===== src/rtl/sid_output_stage_if.sv =====
// Voice-sample bus between the voice generator/DAC side and the SID output stage.
// Carries the per-sample controls in and the registered DAC sample out.
interface sid_output_stage_if;
  logic [11:0] din;
  logic [2:0]  cutoff;
  logic [7:0]  volume;
  logic        bypass;
  logic [11:0] dout;
  logic        dout_valid;
  logic        busy;

  modport master (output din, cutoff, volume, bypass, input dout, dout_valid, busy);
  modport slave  (input din, cutoff, volume, bypass, output dout, dout_valid, busy);
endinterface


===== src/rtl/sid_output_stage.sv =====
// Decimate voice samples to one per DIV clocks, 1st-order IIR low-pass, serial volume multiply.
// Latency 10 clocks from capture to dout_valid; no backpressure, one sample per DIV clocks.
module sid_output_stage #(
  parameter int DIV  = 16,
  parameter int FRAC = 8
) (
  input logic              clk,
  input logic              rst_n,
  sid_output_stage_if.slave bus
);
  localparam int HALF = 1 << (FRAC - 1);

  typedef enum logic [1:0] {IDLE, FILT, MUL, DONE} state_t;

  state_t      state, state_nxt;
  logic [15:0] cnt;
  logic        tick;

  logic [11:0] din_s;
  logic [2:0]  k_s;
  logic [7:0]  vol_s;
  logic        byp_s;

  logic [20:0] acc;
  logic [11:0] y;
  logic [19:0] prod, mcand;
  logic [7:0]  mplier;
  logic [2:0]  bit_cnt;
  logic [11:0] dout_r;
  logic        dout_valid_r;

  logic signed [21:0] target, diff, half_k, rnd, step;
  logic [20:0]        acc_new;
  logic [21:0]        y_wide, y_sh;
  logic [11:0]        y_next;

  assign tick           = (cnt == 16'(DIV - 1));
  assign bus.busy       = (state != IDLE);
  assign bus.dout       = dout_r;
  assign bus.dout_valid = dout_valid_r;

  always_ff @(posedge clk or negedge rst_n) begin
    if (!rst_n) begin
      cnt   <= '0;
      state <= IDLE;
    end else begin
      cnt   <= tick ? '0 : cnt + 16'd1;
      state <= state_nxt;
    end
  end

  always_comb begin
    state_nxt = state;
    case (state)
      IDLE:    if (tick) state_nxt = FILT;
      FILT:    state_nxt = MUL;
      MUL:     if (bit_cnt == 3'd7) state_nxt = DONE;
      DONE:    state_nxt = IDLE;
      default: state_nxt = IDLE;
    endcase
  end

  // Rounded arithmetic-shift step keeps acc within [-63,+64] of the target once settled.
  always_comb begin
    target = $signed(22'(din_s) << FRAC);
    diff   = target - $signed({1'b0, acc});
    half_k = 22'sd1 <<< (k_s - 3'd1);
    rnd    = diff + half_k;
    step   = rnd >>> k_s;
    if (byp_s || k_s == 3'd0) acc_new = 21'(din_s) << FRAC;
    else                      acc_new = 21'($signed({1'b0, acc}) + step);
    y_wide = {1'b0, acc_new} + 22'(HALF);
    y_sh   = y_wide >> FRAC;
    y_next = (y_sh > 22'd4095) ? 12'd4095 : y_sh[11:0];
  end

  always_ff @(posedge clk or negedge rst_n) begin
    if (!rst_n) begin
      din_s        <= '0;
      k_s          <= '0;
      vol_s        <= '0;
      byp_s        <= 1'b0;
      acc          <= '0;
      y            <= '0;
      prod         <= '0;
      mcand        <= '0;
      mplier       <= '0;
      bit_cnt      <= '0;
      dout_r       <= '0;
      dout_valid_r <= 1'b0;
    end else begin
      dout_valid_r <= 1'b0;
      case (state)
        IDLE: if (tick) begin
          din_s <= bus.din;
          k_s   <= bus.cutoff;
          vol_s <= bus.volume;
          byp_s <= bus.bypass;
        end
        FILT: begin
          acc     <= acc_new;
          y       <= y_next;
          mcand   <= {8'd0, y_next};
          mplier  <= vol_s;
          prod    <= '0;
          bit_cnt <= '0;
        end
        MUL: begin
          if (mplier[0]) prod <= prod + mcand;
          mcand   <= mcand << 1;
          mplier  <= mplier >> 1;
          bit_cnt <= bit_cnt + 3'd1;
        end
        DONE: begin
          // Full-scale volume is exact unity rather than 255/256.
          dout_r       <= (vol_s == 8'd255) ? y : prod[19:8];
          dout_valid_r <= 1'b1;
        end
        default: ;
      endcase
    end
  end

  a_no_tick_while_busy: assert property (@(posedge clk) disable iff (!rst_n) !(tick && state != IDLE));
endmodule


===== src/flat_wrapper.sv =====
// flat-port wrapper written by rule: the top's interface ports become plain ports
module sid_output_stage_flat 
#(
  parameter int DIV  = 16,
  parameter int FRAC = 8
)
  (clk, rst_n, bus_din, bus_cutoff, bus_volume, bus_bypass, bus_dout, bus_dout_valid, bus_busy);
  sid_output_stage_if bus_i ();
  input logic clk;
  input logic rst_n;
  input wire logic [$bits(bus_i.din)-1:0] bus_din;
  input wire logic [$bits(bus_i.cutoff)-1:0] bus_cutoff;
  input wire logic [$bits(bus_i.volume)-1:0] bus_volume;
  input wire logic [$bits(bus_i.bypass)-1:0] bus_bypass;
  output wire logic [$bits(bus_i.dout)-1:0] bus_dout;
  output wire logic [$bits(bus_i.dout_valid)-1:0] bus_dout_valid;
  output wire logic [$bits(bus_i.busy)-1:0] bus_busy;
  assign bus_i.din = bus_din;
  assign bus_i.cutoff = bus_cutoff;
  assign bus_i.volume = bus_volume;
  assign bus_i.bypass = bus_bypass;
  assign bus_dout = bus_i.dout;
  assign bus_dout_valid = bus_i.dout_valid;
  assign bus_busy = bus_i.busy;
  sid_output_stage #(.DIV(DIV), .FRAC(FRAC)) u_core (.clk(clk), .rst_n(rst_n), .bus(bus_i));
endmodule

===== config.mk =====
export PLATFORM = sky130hd
export DESIGN_NAME = sid_output_stage_flat
export DESIGN_NICKNAME = d
export VERILOG_FILES = /design/src/rtl/sid_output_stage_if.sv /design/src/rtl/sid_output_stage.sv /design/src/flat_wrapper.sv
export SDC_FILE = /design/constraint.sdc
export NUM_CORES = 1
export LEC_CHECK = 0
export ABC_CLOCK_PERIOD_IN_PS = 8000
export BUFFER_PORTS_ARGS = -buffer_cell sky130_fd_sc_hd__buf_2
export CAP_MARGIN = 30
export CORE_MARGIN = 2
export CORE_UTILIZATION = 40
export CTS_BUF_LIST = sky130_fd_sc_hd__clkbuf_8 sky130_fd_sc_hd__clkbuf_16
export CTS_CLUSTER_DIAMETER = 30
export DETAILED_ROUTE_END_ITERATION = 16
export GPL_TIMING_DRIVEN = 0
export SLEW_MARGIN = 30
export SYNTH_ARGS = -nofsm -noshare
export SYNTH_HDL_FRONTEND = slang
export SYNTH_SLANG_ARGS = --single-unit
export TNS_END_PERCENT = 10

===== constraint.sdc =====
create_clock -name clk -period 8 [get_ports clk]
set_clock_uncertainty 0.2 [all_clocks]
set_input_delay 0.4 -clock clk [delete_from_list [all_inputs] [get_ports clk]]
set_output_delay 0.4 -clock clk [all_outputs]
set_load 0.05 [all_outputs]

==> impl_metrics.yaml <==
timing:
  fin_setup_tns_ns: 0
  relSlewSlack_pct: 48.28
  slew_viol_final: 0
  worstMarginPinSlew_ns: 0.7757
  fin_hold_ws_ns: 0.005580
  fin_crit_sh_pct: 95.44
  setup_viol: 0
  fin_crit_ns: 7.635
  fmax_ghz: 0.1310
  hold_violations: 0
global_route:
  gr-usage-all-layers_pct: 21.19
  antenna_found_initial: 0
  grt_max_degree: 73
  grt_pass1_vias: 8550
  grt_pass1_wl_mm: 44.74
  grt.overflow.total: 0
detailed_routing:
  routedWlPerCell_um: 17.51
  first_pass_iters: 5
  ant_nets: 0
  vias: 8855
  drc: 0
  routed_wl_mm: 27.68
  initialDrtViolationCount: 651
  avgViaCountPerCell: 5.601
setup_path:
  reg2reg_setup_slack_ns: 0.36
  cpMostUsedCell: "ha_1"
  critPathCaptureType: "register"
  crit_path_start_kind: "register"
  critical_path_class: "reg2reg"
  r2r_cells: 29
  reg2reg_from: "u_core.k_s[2]"
  r2r-end: "u_core.mcand[7]"
  slowest_delay_ns: 0.45
  cp_slowest_cell: "dfrtp_1"
  crit_arrival_ns: 7.72
  cp_max_fo: 10
  worstPathRequired_ns: 8.08
clock_tree:
  cts.path.max_buffers: 2
  root_buffer: "clkbuf_16"
  cts_tree: "done"
  clkTransAtPathRegs_ns: 0.06
  clkSinkCount: 139
  clk_latency_ns: 0.43
  cts_inserted_buffers: 17
  htreeDepth: 4
yosys:
  synth-edff-count: 0
  syn-cell-area_mm2: 0.01021
  synthXorXnorAreaFrac_pct: 5.488
  syn-num-nets: 1278
  synth-simple-area-share_pct: 15.02
  async_flop_share_pct: 100.0
  synth_mux_area_share_pct: 7.828
  synth_flop_cell: "dfrtp_1"
  synth-seq-area-share_pct: 34.06
  yosysWarnings: 0
  synth-seq-cells: 139
  synth_top_family_by_area: "compound AO/OA/AOI/OAI gates"
  synth_compound_area_share_pct: 21.38
  ys_types: 71
  syn_inst: 1159
  synth-adder-area-share_pct: 11.61
  avgSynthCellArea_um2: 8.812
hold_path:
  hold_path_end: "u_core.din_s[9]"
  hold_class: "in2reg"
  min_from: "bus_din[9]"
  holdPathStages: 2
floorplanning:
  core_area_mm2: 0.02511
  die_area_mm2: 0.02683
  initial_core_util_pct: 40.68
  die_w_um: 163.8
  std_cell_rows: 58
  ios: 40
  dieHeight_um: 163.8
cells_and_area:
  fin_nets: 1357
  antennaDiodeCount: 0
  syn2layout_area_growth_pct: 15.48
  nFillCells: 2466
  drive_above_1_share_pct: 13.11
  mostFrequentLayoutCell: "dfrtp_1"
  layout_common_cells: "138 x dfrtp_1, 107 x a21oi_1, 98 x nand2_1, 90 x ha_1, 81 x o21ai_0"
pwr:
  finalPower_w: 0.005190
  ir_drop_uv: 267.3
  pwr_density_cell_mw_per_mm2: 440.0
  p_leak_nw: 5.333
placed_design:
  dp_hpwl_mm: 20.82
  gp_congestion: 0.9011
  portBuffers: 39
job:
  maxCapViolCount: 0
outcome:
  outcome: "complete, no violations"
## state kept, by name, summed over array words and instances, names as in the netlist, 8 cells and up
| signal | cells |
|---|---|
| u_core.mplier | 8 |
| u_core.mcand | 20 |
| u_core.vol_s | 8 |
| u_core.y | 12 |
| u_core.acc | 21 |
| u_core.bus.dout | 12 |
| u_core.din_s | 12 |
| u_core.cnt | 16 |
| u_core.prod | 20 |
## worst max-delay path by stage
stage                                 end  cells past startpoint     startpoint
after floorplan           u_core.mcand[7]                     30  u_core.k_s[0]
after global placement    u_core.mcand[7]                     30  u_core.k_s[0]
after detailed placement  u_core.mcand[7]                     30  u_core.k_s[0]
after CTS                 u_core.mcand[7]                     29  u_core.k_s[2]
after global routing      u_core.mcand[7]                     29  u_core.k_s[2]
final                     u_core.mcand[7]                     29  u_core.k_s[2]
## report_power, final
group / switching [W] / internal [W] / total [W]
logic: 0.00209 / 0.00125 / 0.00334
registers: 0.000119 / 0.000853 / 0.000973
clock network: 0.000341 / 0.000540 / 0.000881
## cell families (layout without fill, tap and decap cells)
group	Yosys count	in the layout
AOI/OAI and AO/OA	352	352
and+or+nand+nor	316	316
DFF	139	139
buffers and inverters	119	211
adders and majority gates	93	93
muxes	76	76
xor gates and xnor gates	64	64
## area by class of cell
| type | instances | area [um^2] | area share [%] |
|---|---|---|---|
| flip-flops and latches | 139 | 3480 | 29.50 |
| well taps | 330 | 412.9 | 3.501 |
| inverters | 65 | 244.0 | 2.069 |
| clock inverters | 14 | 207.7 | 1.761 |
| repair buffers | 62 | 445.4 | 3.776 |
| clock buffers | 18 | 439.2 | 3.723 |
| multi-input cells | 901 | 6344 | 53.78 |
| plain buffers | 52 | 222.7 | 1.888 |
## synth_stat cells, types with 5 or more instances
cell type / n / area [um^2]
a211oi_1: 14 / 105.1
a21o_1: 22 / 165.2
a21oi_1: 111 / 555.5
a21oi_2: 15 / 131.4
a31oi_1: 18 / 112.6
and2_1: 8 / 50.05
and3_1: 10 / 62.56
buf_1: 12 / 45.04
clkbuf_1: 34 / 127.6
dfrtp_1: 139 / 3478
ha_1: 90 / 1126
inv_1: 63 / 236.5
mux2_2: 31 / 349.1
mux2i_1: 45 / 450.4
nand2_1: 98 / 367.9
nand2b_1: 7 / 43.79
nand3_1: 39 / 195.2
nand4_1: 12 / 75.07
nor2_1: 77 / 289.0
nor2b_1: 15 / 93.84
nor3_1: 17 / 85.08
nor4_1: 6 / 37.54
o211ai_1: 9 / 67.56
o21a_1: 9 / 67.56
o21ai_0: 82 / 410.4
o21ai_1: 10 / 50.05
o21bai_1: 8 / 60.06
o22ai_1: 5 / 31.28
o31ai_1: 10 / 75.07
xnor2_1: 38 / 332.8
xor2_1: 26 / 227.7
## critical path: cells and delay by family, from the launching register on
kind                       cells  cell delay, ns
buffers and inverters          4            0.75
AOI/OAI and AO/OA             10            1.96
DFF                            1            0.45
adders and majority gates      5            1.61
and+or+nand+nor                6            1.55
muxes                          3            0.79
xor gates and xnor gates       1            0.17
## metrics by stage
stage / utilization (%) / cell area, um^2 / std cells / setup WS (ns)
finish: 46.98 / 11800 / 1581 / 0.3648
detailed placement: 43.25 / 10860 / 1529 / -0.4679
global placement: 43.10 / 10820 / 1528 / -0.4116
CTS: 46.63 / 11710 / 1578 / 0.02178
global route: 46.98 / 11800 / 1581 / -0.01759
floorplan: - / 10210 / 1159 / 1.123
## timing repair
item	CTS	global route
hold buffers	19	0
pin swaps	0	1
endpoints found under the hold margin	85	0
setup endpoints to repair	24	24
buffers inserted	0	3
gates resized for setup	6	15
## routing by layer
layer / share of wire (%) / routed length [um] / up-vias / global-route usage, %
li1: - / - / 4341 / -
met1: 50 / 13720 / 4281 / 30.41
met2: 45 / 12420 / 212 / 33.52
met3: 4.4 / 1209 / 21 / 3.131
met4: 1.2 / 327 / 0 / 5.303
met5: 0 / 0 / - / 0
Note: power is estimated with default switching activity, not from simulation.
